==> config.mk <==
export PLATFORM = sky130hd
export DESIGN_NAME = ysyx_24110006_axi_rd_arbiter
export DESIGN_NICKNAME = d
export VERILOG_FILES = /design/src/rtl/ysyx_24110006_axi_rd_arbiter.sv
export SDC_FILE = /design/constraint.sdc
export NUM_CORES = 1
export LEC_CHECK = 0
export ABC_AREA = 0
export BUFFER_PORTS_ARGS = -buffer_cell sky130_fd_sc_hd__buf_4
export CORE_AREA = 3 3 101 103
export CTS_BUF_LIST = sky130_fd_sc_hd__clkbuf_8
export DETAILED_ROUTE_END_ITERATION = 12
export DIE_AREA = 0 0 104 106
export PLACE_DENSITY_LB_ADDON = 0.12
export REMOVE_ABC_BUFFERS = 1
export SYNTH_ARGS = -nofsm -noshare
export SYNTH_HDL_FRONTEND = slang
export SYNTH_SLANG_ARGS = --single-unit
==> constraint.sdc <==
create_clock -name i_clock -period 2.2 [get_ports i_clock]
set_input_delay 0.44 -clock i_clock [delete_from_list [all_inputs] [get_ports i_clock]]
set_output_delay 0.44 -clock i_clock [all_outputs]
set_load 0.02 [all_outputs]
==> src/rtl/ysyx_24110006_axi_rd_arbiter.sv <==
// ysyx_24110006_axi_rd_arbiter: round-robin 2:1 AXI4 read-channel arbiter (icache = m0, LSU = m1)
module ysyx_24110006_axi_rd_arbiter #(
   parameter int ADDR_W = 32,
   parameter int DATA_W = 32
) (
   input  logic              i_clock,
   input  logic              i_reset_n,
   input  logic [ADDR_W-1:0] i_m0_axi_araddr,
   input  logic              i_m0_axi_arvalid,
   output logic              o_m0_axi_arready,
   input  logic [7:0]        i_m0_axi_arlen,
   input  logic [2:0]        i_m0_axi_arsize,
   input  logic [1:0]        i_m0_axi_arburst,
   output logic [DATA_W-1:0] o_m0_axi_rdata,
   output logic              o_m0_axi_rvalid,
   input  logic              i_m0_axi_rready,
   output logic [1:0]        o_m0_axi_rresp,
   output logic              o_m0_axi_rlast,
   input  logic [ADDR_W-1:0] i_m1_axi_araddr,
   input  logic              i_m1_axi_arvalid,
   output logic              o_m1_axi_arready,
   input  logic [7:0]        i_m1_axi_arlen,
   input  logic [2:0]        i_m1_axi_arsize,
   input  logic [1:0]        i_m1_axi_arburst,
   output logic [DATA_W-1:0] o_m1_axi_rdata,
   output logic              o_m1_axi_rvalid,
   input  logic              i_m1_axi_rready,
   output logic [1:0]        o_m1_axi_rresp,
   output logic              o_m1_axi_rlast,
   output logic [ADDR_W-1:0] o_axi_araddr,
   output logic [7:0]        o_axi_arlen,
   output logic [2:0]        o_axi_arsize,
   output logic [1:0]        o_axi_arburst,
   output logic              o_axi_arvalid,
   input  logic              i_axi_arready,
   output logic [3:0]        o_axi_arid,
   input  logic [DATA_W-1:0] i_axi_rdata,
   input  logic [1:0]        i_axi_rresp,
   input  logic [3:0]        i_axi_rid,
   input  logic              i_axi_rlast,
   input  logic              i_axi_rvalid,
   output logic              o_axi_rready,
   output logic              o_grant,
   output logic              o_busy
);

   typedef enum logic [1:0] {IDLE, ADDR, DATA} state_t;

   state_t     state;
   logic       grant;
   logic       last_grant;
   logic       busy;
   logic       in_addr;
   logic       in_data;
   logic       g_arvalid;
   logic       g_rready;
   logic       own0;
   logic       own1;
   logic [1:0] rresp_eff;

   assign in_addr   = state == ADDR;
   assign in_data   = state == DATA;
   assign g_arvalid = grant ? i_m1_axi_arvalid : i_m0_axi_arvalid;
   assign g_rready  = grant ? i_m1_axi_rready : i_m0_axi_rready;
   assign own0      = in_data && !grant;
   assign own1      = in_data && grant;
   assign rresp_eff = (i_axi_rid != {3'b000, grant}) ? 2'b10 : i_axi_rresp;

   assign o_axi_araddr  = grant ? i_m1_axi_araddr : i_m0_axi_araddr;
   assign o_axi_arlen   = grant ? i_m1_axi_arlen : i_m0_axi_arlen;
   assign o_axi_arsize  = grant ? i_m1_axi_arsize : i_m0_axi_arsize;
   assign o_axi_arburst = grant ? i_m1_axi_arburst : i_m0_axi_arburst;
   assign o_axi_arvalid = in_addr && g_arvalid;
   assign o_axi_arid    = {3'b000, grant};
   assign o_axi_rready  = in_data && g_rready;

   assign o_m0_axi_arready = in_addr && !grant && i_axi_arready;
   assign o_m1_axi_arready = in_addr && grant && i_axi_arready;

   assign o_m0_axi_rvalid = own0 && i_axi_rvalid;
   assign o_m0_axi_rlast  = own0 && i_axi_rlast;
   assign o_m0_axi_rdata  = own0 ? i_axi_rdata : '0;
   assign o_m0_axi_rresp  = own0 ? rresp_eff : 2'b00;
   assign o_m1_axi_rvalid = own1 && i_axi_rvalid;
   assign o_m1_axi_rlast  = own1 && i_axi_rlast;
   assign o_m1_axi_rdata  = own1 ? i_axi_rdata : '0;
   assign o_m1_axi_rresp  = own1 ? rresp_eff : 2'b00;

   assign o_grant = grant;
   assign o_busy  = busy;

   // Arbitration FSM: pick an owner in IDLE, hold it through AR handshake and the final R beat
   always_ff @(posedge i_clock or negedge i_reset_n) begin
      if (!i_reset_n) begin
         state      <= IDLE;
         grant      <= 1'b0;
         last_grant <= 1'b1;
         busy       <= 1'b0;
      end else begin
         case (state)
            IDLE: if (i_m0_axi_arvalid || i_m1_axi_arvalid) begin
               grant <= (i_m0_axi_arvalid && i_m1_axi_arvalid) ? ~last_grant : i_m1_axi_arvalid;
               state <= ADDR;
               busy  <= 1'b1;
            end
            ADDR: if (!g_arvalid) begin
               state <= IDLE;
               busy  <= 1'b0;
            end else if (i_axi_arready) begin
               state <= DATA;
            end
            DATA: if (i_axi_rvalid && g_rready && i_axi_rlast) begin
               state      <= IDLE;
               busy       <= 1'b0;
               last_grant <= grant;
            end
            default: begin
               state <= IDLE;
               busy  <= 1'b0;
            end
         endcase
      end
   end

endmodule

Word level (Yosys, flattened, before mapping)
Cells that the tools add are included.
{ "word_totals": {"ff_bits": 5, "inputBits": 137, "output_inout_bits": 127} }
{ "op_classes": {"n_eq_ne": 7, "n_mux": 21, "bitwise": 1, "n_reduce_logical": 22} }
{ "op_table": {"columns": ["operator", "count"], "rows": [
  ["$mux W32", 3],
  ["$mux W2", 8],
  ["$logic_and A1 B1 Y1", 15],
  ["$mux W8", 1],
  ["$mux W1", 6],
  ["$pmux W2 S3", 1],
  ["$reduce_and A3 Y1", 2],
  ["$ne A2 B2 Y1 const B", 2],
  ["$ne A4 B1 Y1", 1],
  ["$reduce_and A2 Y1", 2],
  ["$mux W3", 1],
  ["$ne A3 B3 Y1 const B", 1],
  ["$pmux W1 S3", 1],
  ["$eq A2 B1 Y1 const B", 1],
  ["$eq A2 B2 Y1 const B", 1],
  ["$logic_not A2 Y1", 1],
  ["$ne A2 B1 Y1 const B", 1],
  ["$logic_not A1 Y1", 1],
  ["$logic_or A1 B1 Y1", 1],
  ["$not A1 Y1", 1]
]} }

Depth between registers and ports, before layout
{ "logic_depth": {"depth_word": 5, "mapped_depth": 4} }

Least setup slack after synthesis
OpenSTA, ideal clock, no wires.
{ "synth_timing": {"path_type": "register to output", "from": "register grant (netlist: o_grant)", "to": "output port o_m0_axi_rresp[1]", "t_arrival_ns": 1.385, "setup_slack_ns": 0.375, "stages_incl_launch_ff": 5, "n_path_buf": 1, "path_cell_list": "dfrtp_1 > buf_6 > xnor2_1 > and3b_1 > nor3_1"} }
{ "synth_via": {"elab_chain_cells": 3} }
{ "synth_lines": {"columns": ["element", "line_no", "text"], "rows": [
  ["start: declaration", "50", "logic grant;"],
  ["start signal: assignment", "102", "grant <= (i_m0_axi_arvalid && i_m1_axi_arvalid) ? ~last_grant : i_m1_axi_arvalid;"],
  ["$ne A4 B1 Y1 / $logic_not A1 Y1 (equally long branches)", "67, 65", null],
  ["$mux W2 / $logic_and A1 B1 Y1 (equally long branches)", "67, 65", null],
  ["$mux W2 *", "83", "assign o_m0_axi_rresp = own0 ? rresp_eff : 2'b00;"],
  ["end: declaration", "17", "output logic [1:0] o_m0_axi_rresp,"]
]} }
Every way passes the cells marked *; elsewhere a longest branch is shown, timed or not.

Worst setup path after layout
{ "layout_timing": {"from": "register grant (netlist: o_grant)", "to": "output port o_axi_arvalid"} }
{ "layout_via": {"elab_chain_cells": 2} }
{ "layout_lines": {"columns": ["element", "line_no", "text"], "rows": [
  ["$mux W1", "63", "assign g_arvalid = grant ? i_m1_axi_arvalid : i_m0_axi_arvalid;"],
  ["$logic_and A1 B1 Y1", "73", "assign o_axi_arvalid = in_addr && g_arvalid;"],
  ["end: declaration", "34", "output logic o_axi_arvalid,"]
]} }
Every way passes these cells.

==> flow_summary.yaml <==
route:
  drt-pass1-iter-count: 4
  num_vias: 2250
  ant_nets: 0
  wl_per_cell_um: 14.5
  routed_wl_um: 8060
  post_drt_via_cell_ratio: 4.05
  drt_iter0_drc: 67
  drc_errors: 0
timing:
  skew_ns: 0.000627
  period_share_pct: 93.6
  fin_setup_tns_ns: 0
  rsz0062_at_grt: "false"
  hold_viol: 0
  finalSetupViolCount: 0
  drv_slew: 0
  max_freq_mhz: 486
  period_minus_slack_ns: 2.06
critical_path:
  crit_path_max_fanout: 25
  critPathMostFrequentCell: "buf_4"
  criticalPathCategory: "reg -> out"
  reg2reg_from: "o_grant$_DFFE_PN0P_"
  crit_buf_inv: 2
  cp_top_family: "flip-flops"
  r2r_end: "o_busy$_DFFE_PN0P_"
  reg2regPathDepth: 4
  worstSetupPathDepth: 4
  r2r_slack_ns: 0.69
  end_kind: "output port"
  crit_path_max_incr_delay_ns: 0.47
  start_kind: "flop"
  required_ns: 1.76
  cp_cell_sequence: "buf_4 > mux2i_1 > nor2b_1 > buf_4"
  worstPathArrival_ns: 1.62
  cp_slowest_cell: "dfrtp_2"
logic_synthesis:
  synth.distinct_cells: 29
  async_flop_share_pct: 100
  yosys_warnings: 0
  synthCells: 175
  ys_seq_area_share_pct: 8.91
  ys.flop_type: "dfrtp_1"
  syn_area_sq_mm: 0.00142
  ys_ff_latch: 5
  syn_avg_cell_area_sq_um: 8.11
  synth_edf_count: 0
clock_network:
  clockBufferDepth: 2
  htree_levels: 1
  ctsResizeCount: 0
  post_cts_buffers: 0
  cts_made_buffers: 3
  cts_tree: "built"
  clockRootBuffer: "clkbuf_8"
  path_clk_slew_ns: 0.04
  clkLatencyLatePin_ns: 0.22
  clock_sinks: 5
  cts_hold_buf: 0
die:
  io_pins: 264
  core_sq_mm: 0.00928
  rows: 35
  start_util_pct: 15.3
  fp.dieW_um: 104
  die_h_um: 106
  dieArea_sq_mm: 0.0110
final_layout:
  multi_input_area_sq_mm: 0.00117
  nets: 564
  drive_above_1_share_pct: 75.1
  diodes: 0
  regArea_sq_um: 128
  finalCoreUtilization_pct: 38.0
  fill_cells: 991
  areaGrowthSynthToFinish_pct: 149
job:
  maxCapViolCount: 0
place:
  place_hpwl_um: 6950
  port_buffers: 260
  routabilityCongestion: 0.770
grt:
  grt_pass1_vias: 2300
  track_usage_pct: 13.0
  antenna_found_initial: 0
  grt_overflow: 0
  grt_start_max_net_pins: 36
  grt_pass1_wl_um: 11800
outcome:
  status: "complete, no violations"
power:
  p_leak_nw: 2.00
  p_per_area_mw_per_mm2: 855
  vdd_drop_max_mv: 0.355
worst_hold_path:
  hold_path.class: "in -> async"
[Yosys cell counts, types with 2 or more instances]
| cell type | n | area [sq um] |
|---|---|---|
| and2_1 | 34 | 213 |
| and3_1 | 35 | 219 |
| buf_2 | 9 | 45.0 |
| buf_4 | 4 | 30.0 |
| buf_6 | 3 | 33.8 |
| clkbuf_1 | 4 | 15.0 |
| dfrtp_1 | 4 | 100 |
| mux2_2 | 45 | 507 |
| nand2_1 | 5 | 18.8 |
| nor2_1 | 8 | 30.0 |
| nor2b_1 | 2 | 12.5 |
| nor3_1 | 4 | 20.0 |
| o22a_1 | 2 | 17.5 |
[cell usage in the layout, fill, tap and decap left out, types with 2 or more instances in the layout]
| cell type | instances |
|---|---|
| conb_1 | 3 |
| and2_1 | 34 |
| mux2_2 | 45 |
| nor2_1 | 8 |
| buf_4 | 262 |
| inv_1 | 2 |
| and3_1 | 35 |
| clkbuf_8 | 3 |
| nand2_1 | 5 |
| dfrtp_1 | 3 |
| nor3_1 | 4 |
| o22a_1 | 2 |
| buf_12 | 2 |
| nor2b_1 | 2 |
[power by group]
group | switching (mW) | internal, mW | total [mW]
combinational | 1.36 | 1.28 | 2.63
sequential | 0.0703 | 0.143 | 0.213
clock | 0.0503 | 0.120 | 0.170
total | 1.48 | 1.54 | 3.02
[cells by family after synthesis]
| kind of cell | after synthesis | synth area share [%] |
|---|---|---|
| mux | 48 | 38.4 |
| compound gates | 5 | 3.00 |
| other cells | 1 | 0.264 |
| xor+xnor | 1 | 0.617 |
| flops | 5 | 8.91 |
| simple gates | 94 | 39.8 |
| buf+inv | 21 | 8.99 |
[area by class of cell]
cell class	instances	share of cell area, %
flip-flops and latches	5	3.62
repair buffers	265	57.2
clock inverters	1	0.106
well taps	129	4.57
inverters	1	0.106
multi-input cells	151	33.2
clock buffers	3	1.17
[sequential cells by signal (all words and copies together) (netlist names)]
| register | flops |
|---|---|
| last_grant | 1 |
| o_grant | 1 |
| o_busy | 1 |
| state | 2 |
[per-layer routing]
metal	vias up	track usage (%)	routed length (um)
met5	-	0	0
met4	0	3.80	152
met3	11	3.28	696
met2	138	26.0	4390
met1	995	13.3	2820
li1	1106	-	-
[through the flow]
step           hold WS (ns)  area, sq um  cells  power (mW)  setup WS (ns)
2_1_floorplan         0.144         1300    157        1.69          -1.17
3_3_place_gp          0.245         3480    551        2.89          0.353
3_5_place_dp          0.249         3480    551        2.88          0.357
4_1_cts              0.0110         3520    555        3.06          0.114
5_1_grt             0.00766         3530    555        3.22         0.0187
6_report             0.0108         3530    555        3.02          0.141
[how the worst max path moves through the flow]
stage                         startpoint            endpoint  slack [ns]
floorplan            o_grant$_DFFE_PN0P_   o_m0_axi_rresp[1]       -1.17
global placement     o_grant$_DFFE_PN0P_       o_axi_arvalid        0.35
detailed placement   o_grant$_DFFE_PN0P_       o_axi_arvalid        0.36
CTS                 state[0]$_DFFE_PN0P_  o_m0_axi_rdata[28]        0.11
global route         o_grant$_DFFE_PN0P_       o_axi_arvalid        0.02
finish               o_grant$_DFFE_PN0P_       o_axi_arvalid        0.14
Note: power is estimated with default switching activity, not from simulation.
